<file path="src/rtl/bram_rd_stream.sv">
// bram_rd_stream: sweeps BRAM addresses 0..N-1 into a valid/ready stream via a 2-entry skid buffer.
// Optional checksum on o_sum when BRAM_RD_SUM_EN is defined.
module bram_rd_stream #(
  parameter int DWIDTH   = 8,
  parameter int AWIDTH   = 8,
  parameter int MEM_SIZE = 127
) (
  input  logic                     clk,
  input  logic                     reset,
  input  logic                     i_run,
  input  logic [AWIDTH-1:0]        i_num_cnt,
  output logic [AWIDTH-1:0]        addr0,
  output logic                     ce0,
  output logic                     we0,
  input  logic [DWIDTH-1:0]        q0,
  output logic                     o_valid,
  output logic [DWIDTH-1:0]        o_data,
  output logic                     o_last,
  input  logic                     i_ready,
  output logic                     o_idle,
  output logic                     o_busy,
  output logic                     o_done,
  output logic [DWIDTH+AWIDTH-1:0] o_sum
);
  typedef enum logic [1:0] {IDLE, RUN, DRAIN, DONE} state_t;
  localparam logic [AWIDTH-1:0] MAXN = AWIDTH'(MEM_SIZE + 1);
  state_t state_q, state_d;
  logic [AWIDTH-1:0] num_q, num_d, rd_q, rd_d, pop_q, pop_d;
  logic [DWIDTH-1:0] b0_q, b0_d, b1_q, b1_d;
  logic [1:0] occ_q, occ_d;
  logic infl_q, issue, pop, start;
  assign start   = state_q == IDLE && i_run;
  assign o_valid = occ_q != 2'd0;
  assign pop     = o_valid && i_ready;
  assign o_data  = b0_q;
  assign o_last  = o_valid && pop_q == num_q - 1'b1;
  // credit counts the buffer plus the read in flight, less this cycle's pop
  assign issue   = state_q == RUN && rd_q < num_q && (occ_q + 2'(infl_q) - 2'(pop)) < 2'd2;
  assign ce0     = issue;
  assign addr0   = issue ? rd_q : '0;
  assign we0     = 1'b0;
  assign o_idle  = state_q == IDLE;
  assign o_busy  = state_q == RUN || state_q == DRAIN;
  assign o_done  = state_q == DONE;
  always_comb begin
    state_d = start ? (i_num_cnt == '0 ? DONE : RUN)
            : (state_q == RUN && rd_q == num_q) ? DRAIN
            : (state_q == DRAIN && pop && o_last) ? DONE
            : (state_q == DONE) ? IDLE : state_q;
    num_d = start ? (i_num_cnt > MAXN ? MAXN : i_num_cnt) : num_q;
    rd_d  = start ? '0 : rd_q + AWIDTH'(issue);
    pop_d = start ? '0 : pop_q + AWIDTH'(pop);
    occ_d = occ_q - 2'(pop);
    b0_d  = pop ? b1_q : b0_q;
    b1_d  = b1_q;
    if (infl_q) begin
      if (occ_d == 2'd0) b0_d = q0;
      else b1_d = q0;
      occ_d = occ_d + 2'd1;
    end
  end
  always_ff @(posedge clk) begin
    if (reset) begin
      state_q <= IDLE;
      num_q   <= '0;
      rd_q    <= '0;
      pop_q   <= '0;
      occ_q   <= '0;
      b0_q    <= '0;
      b1_q    <= '0;
      infl_q  <= 1'b0;
    end else begin
      state_q <= state_d;
      num_q   <= num_d;
      rd_q    <= rd_d;
      pop_q   <= pop_d;
      occ_q   <= occ_d;
      b0_q    <= b0_d;
      b1_q    <= b1_d;
      infl_q  <= issue;
    end
  end
`ifdef BRAM_RD_SUM_EN
  logic [DWIDTH+AWIDTH-1:0] sum_q;
  always_ff @(posedge clk) begin
    if (reset || start) sum_q <= '0;
    else if (pop) sum_q <= sum_q + (DWIDTH+AWIDTH)'(o_data);
  end
  assign o_sum = sum_q;
`else
  assign o_sum = '0;
`endif
endmodule

</file>
<file path="config.mk">
export PLATFORM = sky130hd
export DESIGN_NAME = bram_rd_stream
export DESIGN_NICKNAME = d
export VERILOG_FILES = /design/src/rtl/bram_rd_stream.sv
export SDC_FILE = /design/constraint.sdc
export NUM_CORES = 1
export LEC_CHECK = 0
export CAP_MARGIN = 10
export CORE_ASPECT_RATIO = 1.5
export CORE_MARGIN = 4
export CORE_UTILIZATION = 45
export CTS_BUF_LIST = sky130_fd_sc_hd__clkbuf_16
export DETAILED_ROUTE_END_ITERATION = 10
export DONT_BUFFER_PORTS = 1
export SLEW_MARGIN = 5
export SYNTH_ARGS = -nofsm -noshare
export SYNTH_HDL_FRONTEND = slang
export SYNTH_SLANG_ARGS = --single-unit
</file>
<file path="constraint.sdc">
create_clock -name clk -period 7.7 [get_ports clk]
set_clock_uncertainty 0.15 [all_clocks]
set_input_delay 1.54 -clock clk [delete_from_list [all_inputs] [get_ports clk]]
set_output_delay 1.54 -clock clk [all_outputs]
set_load 0.02 [all_outputs]
</file>
# Word-level counts from Yosys, hierarchy flattened
# Cells that the tools add are included.
# W data, S select, Z words.
[word_totals]
reg_bits = 45
latch_bits = 0
ramBits = 0
romBits = 0
out_inout_bits = 39
wordCells = 51
memories = 0
[op_classes]
addsub = 7
multipliers = 0
n_div = 0
order_cmp = 3
eq_ne = 5
shifts = 0
mux = 11
bitwise_logic = 1
reduce_logical = 16
[op_table]
columns = ["operator", "n"]
rows = [
  ["$mux W8", 5],
  ["$add A8 B1 Y8", 2],
  ["$eq A8 B8 Y1", 2],
  ["$mux W2", 6],
  ["$gt A8 B8 Y1 const B", 1],
  ["$logic_and A1 B1 Y1", 8],
  ["$logic_not A8 Y1", 1],
  ["$lt A8 B8 Y1", 1],
  ["$sub A8 B1 Y8 const B", 1],
  ["$eq A2 B2 Y1 const B", 2],
  ["$logic_not A2 Y1", 2],
  ["$reduce_bool A4 Y1", 1],
  ["$sub A2 B1 Y2", 2],
  ["$add A2 B1 Y2", 1],
  ["$add A2 B1 Y2 const B", 1],
  ["$eq A2 B1 Y1 const B", 1],
  ["$lt A2 B2 Y1 const B", 1],
  ["$reduce_and A2 Y1", 1],
  ["$reduce_bool A2 Y1", 1],
  ["$reduce_or A2 Y1", 1],
  ["$logic_or A1 B1 Y1", 1],
  ["$not A1 Y1", 1],
]

# Depth between registers and ports, before layout
# Gate-level depths: netlist of the first run.
[depth]
ltp_word = 7
mapped_depth = 14

# Least setup slack after synthesis of the first run
# No wires, ideal clock.
[synth_path]
path_kind = "input to output"
from = "input i_ready"
to = "output addr0[0]"
arrival_time_ns = 3.720
setup_slack_ns = 2.290
stages = 9
path_buffers = 1
path_cell_list = "nand2_1 -> inv_1 -> buf_2 -> ha_1 -> xnor2_1 -> xnor2_1 -> nor4b_2 -> nor2b_1 -> ha_1"
[synth_between]
elab_chain_len = 5
[synth_lines]
columns = ["element", "line", "source"]
rows = [
  ["start, declared", "19", "input logic i_ready,"],
  ["$logic_and A1 B1 Y1", "34", "assign pop = o_valid && i_ready;"],
  ["$sub A2 B1 Y2", "38", "assign issue = state_q == RUN && rd_q < num_q && (occ_q + 2'(infl_q) - 2'(pop)) < 2'd2;"],
  ["$lt A2 B2 Y1", "38", ""],
  ["$logic_and A1 B1 Y1", "38", ""],
  ["net ce0", "13", "output logic ce0,"],
  ["$mux W8", "40", "assign addr0 = issue ? rd_q : '0;"],
  ["end, declared", "12", "output logic [AWIDTH-1:0] addr0,"],
]
# The timed path passes the listed nets, and every way through them passes these cells.

# Final worst setup path of the first run
# Same ends and word-level chain as after synthesis.

==> flow_summary.ini, run 1 <==
[status]
status = finished clean

[worst_setup_path]
cp.arrival_ns = 3.87
worstSetupPathType = in2out
cp.required_ns = 6.01
r2r_end = rd_q[6]
cp_max_fo = 9
cp-start-kind = input pin
reg2reg_from = occ_q[1]
ff2ff_path_depth = 13
endpoint_kind = output port
reg2reg_slack_ns = 3.70

[global_routing]
grt_overflow = 0
grt_usage_pct = 16.3
grt_max_degree = 33
grt_pass1_vias = 1910
antenna_found_initial = 0
grt_pass1_wl_um = 9110

[route]
ant_nets = 0
viasPerCell = 5.18
wire_per_inst_um = 14.5
via_count = 1943
first_pass_iters = 4
drt_iter0_drc = 76
routed_wl_um = 5450
drc = 0

[synthesis]
ys_ff_latch = 45
synthFlopType = dfxtp_1
synth_top_area_share_pct = 35.4
ys_warn_count = 0
synth-seq-area-share_pct = 35.4
async_reset_ff_share_pct = 0
avgSynthCellArea_um2 = 8.32
synth_cells = 306
yosys.area.top_type = dfxtp_1
synth_edf_count = 0
syn_area_mm2 = 0.00254
synth_area_leaders = dfxtp_1 (35%), ha_1 (9.8%), nor2_1 (7.2%)
synthDistinctLibCells = 42

[clocking]
cts_tree = built
clockBufferDepth = 2
cts_root_buf = clkbuf_16
cts_resized = 0
hold_buffers = 0
cts_setup_buffers = 0
clk_pin_slew_worst_paths_ns = 0.06
numCtsBuffers = 5
insertion_delay_ns = 0.28
htree_levels = 2
cts_sinks = 45

[min_path]
hp-start = b1_q[5]
hold_class = reg2reg
min_path_cells = 2
min_to = o_data[5]

[placed_design]
dp.cells = 367
port-buffer-count = 0
dp_hpwl_um = 4130
gp_congestion = 0.738

[timing]
finalHoldViolations = 0
relSlewSlack_pct = 54.3
achievable-frequency_mhz = 180
period_needed_ns = 5.56
tightest_slew_ns = 0.683
setup-tns-final_ns = 0
period_share_pct = 72.3
rsz0062_at_grt = no
slew_violations = 0
setup_viol = 0

[layout]
antenna_cells = 0
layout.nets = 344
fillers = 547
drive_gt1_share_pct = 4.59
syn_to_final_growth_pct = 5.36
instances_no_fill = 375

[power]
p_total_mw = 0.641
leakage_nw = 1.04
power.density_mw_per_mm2 = 239
ir_drop_mv = 0.117

[floorplanning]
dieArea_mm2 = 0.00695
core_mm2 = 0.00549
die_h_um = 100
die_w_um = 69.4
io_pins = 59
initial_core_util_pct = 46.3
num_rows = 33

[job]
max_cap_violations = 0
-- how the worst max path moves through the flow --
| stage | startpoint | to | slack (ns) | cells after the start |
|---|---|---|---|---|
| 3_5_place_dp | i_ready | addr0[0] | 2.13 | 8 |
| 5_1_grt | i_ready | addr0[0] | 1.91 | 8 |
| 3_3_place_gp | i_ready | addr0[0] | 2.20 | 8 |
| 2_1_floorplan | i_ready | addr0[0] | 2.29 | 9 |
| 6_report | i_ready | addr0[0] | 2.14 | 8 |
| 4_1_cts | i_ready | addr0[0] | 2.12 | 8 |
-- report_power, final --
group | switching [mW] | internal (mW) | leakage (nW)
combinational | 0.103 | 0.0578 | 0.607
clock | 0.0912 | 0.119 | 0.0672
sequential | 0.0205 | 0.250 | 0.364
total | 0.215 | 0.426 | 1.04
-- cells by family (layout without fill, tap and decap cells) --
| kind of cell | after synthesis | in the layout | synth area share [%] |
|---|---|---|---|
| simple gates | 128 | 128 | 24.1 |
| mux | 8 | 8 | 3.15 |
| compound gates | 35 | 35 | 9.24 |
| flops | 45 | 45 | 35.4 |
| other cells | 1 | 17 | 0.147 |
| buf+inv | 43 | 26 | 8.90 |
| xor+xnor | 26 | 26 | 9.24 |
| fa+ha+maj | 20 | 20 | 9.83 |
-- per-layer routing --
layer	up-vias	GRT usage, %	wire (um)
met5	-	0	0
met4	0	6.77	95
met3	7	4.61	339
met2	41	30.5	2900
met1	903	16.9	2120
li1	992	-	-
-- critical path, stage by stage --
cell and delay, ns:
nand2_1 0.25, inv_1 0.10, ha_1 0.20, xnor2_1 0.18, xnor2_1 0.11, nor4b_2 0.59
nor2b_1 0.48, ha_1 0.41
-- cell usage after synthesis (3+ instances only) --
| cell type | instances |
|---|---|
| o21ai_0 | 4 |
| a311oi_1 | 8 |
| and2_1 | 5 |
| a21oi_1 | 13 |
| and3_1 | 4 |
| nor4_1 | 5 |
| nand2_1 | 31 |
| clkbuf_1 | 7 |
| buf_4 | 17 |
| xnor2_1 | 12 |
| nor3b_1 | 8 |
| inv_1 | 17 |
| nand3_1 | 11 |
| xor2_1 | 13 |
| nor2_1 | 49 |
| ha_1 | 20 |
| mux2i_1 | 8 |
| nor2b_1 | 3 |
| dfxtp_1 | 45 |
-- sequential cells by signal (all words and copies together) (netlist names) --
signal and flops:
num_q 8, pop_q 8, state_q 2, rd_q 8
o_data 8, infl_q 1, b1_q 8, occ_q 2
-- cells in the final DEF (no fill, tap or decap), types with 2 or more instances in the layout --
cell type,n
a21oi_1,13
a311oi_1,8
and2_1,5
and3_1,4
clkbuf_16,5
clkinvlp_4,2
conb_1,17
dfxtp_1,45
ha_1,20
inv_1,18
mux2i_1,8
nand2_1,31
nand3_1,11
nand4_1,2
nor2_1,49
nor2b_1,3
nor3b_1,8
nor4_1,5
o21a_1,2
o21ai_0,4
or2_2,2
xnor2_1,12
xor2_1,13
-- per-stage QoR --
stage / setup slack [ns] / hold WS, ns / cell area [um2] / util (%)
final: 2.14 / 0.323 / 2680 / 48.8
after global routing: 1.91 / 0.359 / 2680 / 48.8
after CTS: 2.12 / 0.331 / 2680 / 48.8
after detailed placement: 2.13 / 0.317 / 2540 / 46.2
after global placement: 2.20 / 0.318 / 2540 / 46.2
after floorplan: 2.29 / 0.304 / 2610 / -
-- final cells by class --
type                            instances  area, um2  area share, %
Multi-Input combinational cell        234       1480           55.1
Sequential cell                        45        901           33.6
Clock buffer                            5        125           4.67
Tap cell                               70       87.6           3.27
Inverter                               17       63.8           2.38
Clock inverter                          3       18.8          0.700
Timing Repair Buffer                    1       7.51          0.280
No activity file was read; power rests on OpenSTA's default activity.
==> run 2: changes to the inputs <==
==> constraint.sdc (replaced) <==
create_clock -name clk -period 4.75 [get_ports clk]
set_clock_uncertainty 0.15 [all_clocks]
set_input_delay 0.95 -clock clk [delete_from_list [all_inputs] [get_ports clk]]
set_output_delay 0.95 -clock clk [all_outputs]
set_load 0.02 [all_outputs]
==> flow_summary.ini, run 2 (synthesis results as in run 1) <==
[status]
status = finished clean

[power]
clkPwrFrac_pct = 32.3
switching_share_pct = 33.5
ir_drop_mv = 0.253
p_sw_mw = 0.354
p_int_mw = 0.701
p_seq_share_pct = 41.4
leakage_nw = 1.05
power.density_mw_per_mm2 = 390
p_total_mw = 1.05
combPwrFrac_pct = 26.3

[route]
drc = 0
viasPerCell = 5.24
via_count = 1979
routed_wl_um = 5510
wire_per_inst_um = 14.6
ant_nets = 0
first_pass_iters = 6
drt_iter0_drc = 53

[clocking]
numCtsBuffers = 5
cts_sinks = 45
clockBufferDepth = 2
cts_resized = 0
cts_tree = built
cts_setup_buffers = 0
clk_pin_slew_worst_paths_ns = 0.06
hold_buffers = 0
htree_levels = 2
cts_root_buf = clkbuf_16
insertion_delay_ns = 0.28

[layout]
drive_gt1_share_pct = 5.52
instances_no_fill = 378
final_common_cell = nor2_1
layout.nets = 347
mostFrequentLayoutCells = nor2_1 (49), dfxtp_1 (45), nand2_1 (31), ha_1 (20), inv_1 (18)
syn_to_final_growth_pct = 6.24
antenna_cells = 0

[floorplanning]
io_pins = 59
die_h_um = 100
initial_core_util_pct = 46.3
core_mm2 = 0.00549
dieArea_mm2 = 0.00695
num_rows = 33
die_w_um = 69.4

[worst_setup_path]
cp-start-kind = register
worstSetupPathType = reg2out
endpoint_kind = output port
cp.arrival_ns = 2.76
cp.required_ns = 3.65
cp_max_fo = 9

[timing]
setup_viol = 0
period_share_pct = 81.3
slew_violations = 0
setup-tns-final_ns = 0
relSlewSlack_pct = 55.4
rsz0062_at_grt = no
achievable-frequency_mhz = 259
finalHoldViolations = 0
tightest_slew_ns = 0.670
period_needed_ns = 3.86
hold_slack_ns = 0.325

[global_routing]
grt_max_degree = 33
grt_pass1_vias = 1932
antenna_found_initial = 0
grt_overflow = 0
grt_usage_pct = 16.8
grt_pass1_wl_um = 9310

[min_path]
hold_class = reg2reg

[placed_design]
port-buffer-count = 0
dp_hpwl_um = 4150
gp_congestion = 0.788
dp.cells = 370

[job]
max_cap_violations = 0
run 2: power by group through the flow:
| stage | Combinational [mW] | Clock (mW) | Sequential [mW] |
|---|---|---|---|
| floorplan | 0.228 | 0 | 0.440 |
| global placement | 0.270 | 0 | 0.446 |
| detailed placement | 0.275 | 0 | 0.446 |
| CTS | 0.279 | 0.351 | 0.438 |
| global route | 0.309 | 0.365 | 0.441 |
| finish | 0.277 | 0.340 | 0.437 |
run 2: final timing paths:
kind | from | to | slack, ns | cells after the start
hold reg to reg | b1_q[5] | o_data[5] | 0.33 | 2
hold / removal | b1_q[5] | o_data[5] | 0.33 | 2
setup / recovery | occ_q[1] | addr0[0] | 0.89 | 11
setup reg to reg | occ_q[1] | rd_q[4] | 1.42 | 15
run 2: metrics by stage:
step,cell area [um2],util (%),worst slack [ns]
after global routing,2700,49.2,0.653
after floorplan,2610,-,0.520
final,2700,49.2,0.887
after detailed placement,2560,46.6,1.03
after CTS,2700,49.2,0.861
after global placement,2560,46.6,1.07
run 2: cell type report:
| cell class | instances | area, um2 |
|---|---|---|
| Fill cell | 542 | 2790 |
| Timing Repair Buffer | 4 | 30.0 |
| Inverter | 17 | 63.8 |
| Multi-Input combinational cell | 234 | 1480 |
| Sequential cell | 45 | 901 |
| Tap cell | 70 | 87.6 |
| Clock inverter | 3 | 18.8 |
| Clock buffer | 5 | 125 |
run 2: metal layers:
layer  vias up  wire length [um]  track usage [%]
met4         0               107             7.22
met2        52              2860             30.0
li1        998                 -                -
met3         6               394             5.41
met5         -                 0                0
met1       923              2150             18.1
run 2: worst max-delay path: stages, from the launching register on:
cell and delay, ns:
dfxtp_1 0.33, or2_2 0.39, nand2_1 0.11, buf_4 0.16, inv_1 0.08, ha_1 0.19, xnor2_1 0.19, xnor2_1 0.11
nor4b_2 0.22, buf_4 0.19, nor2b_1 0.17, ha_1 0.34
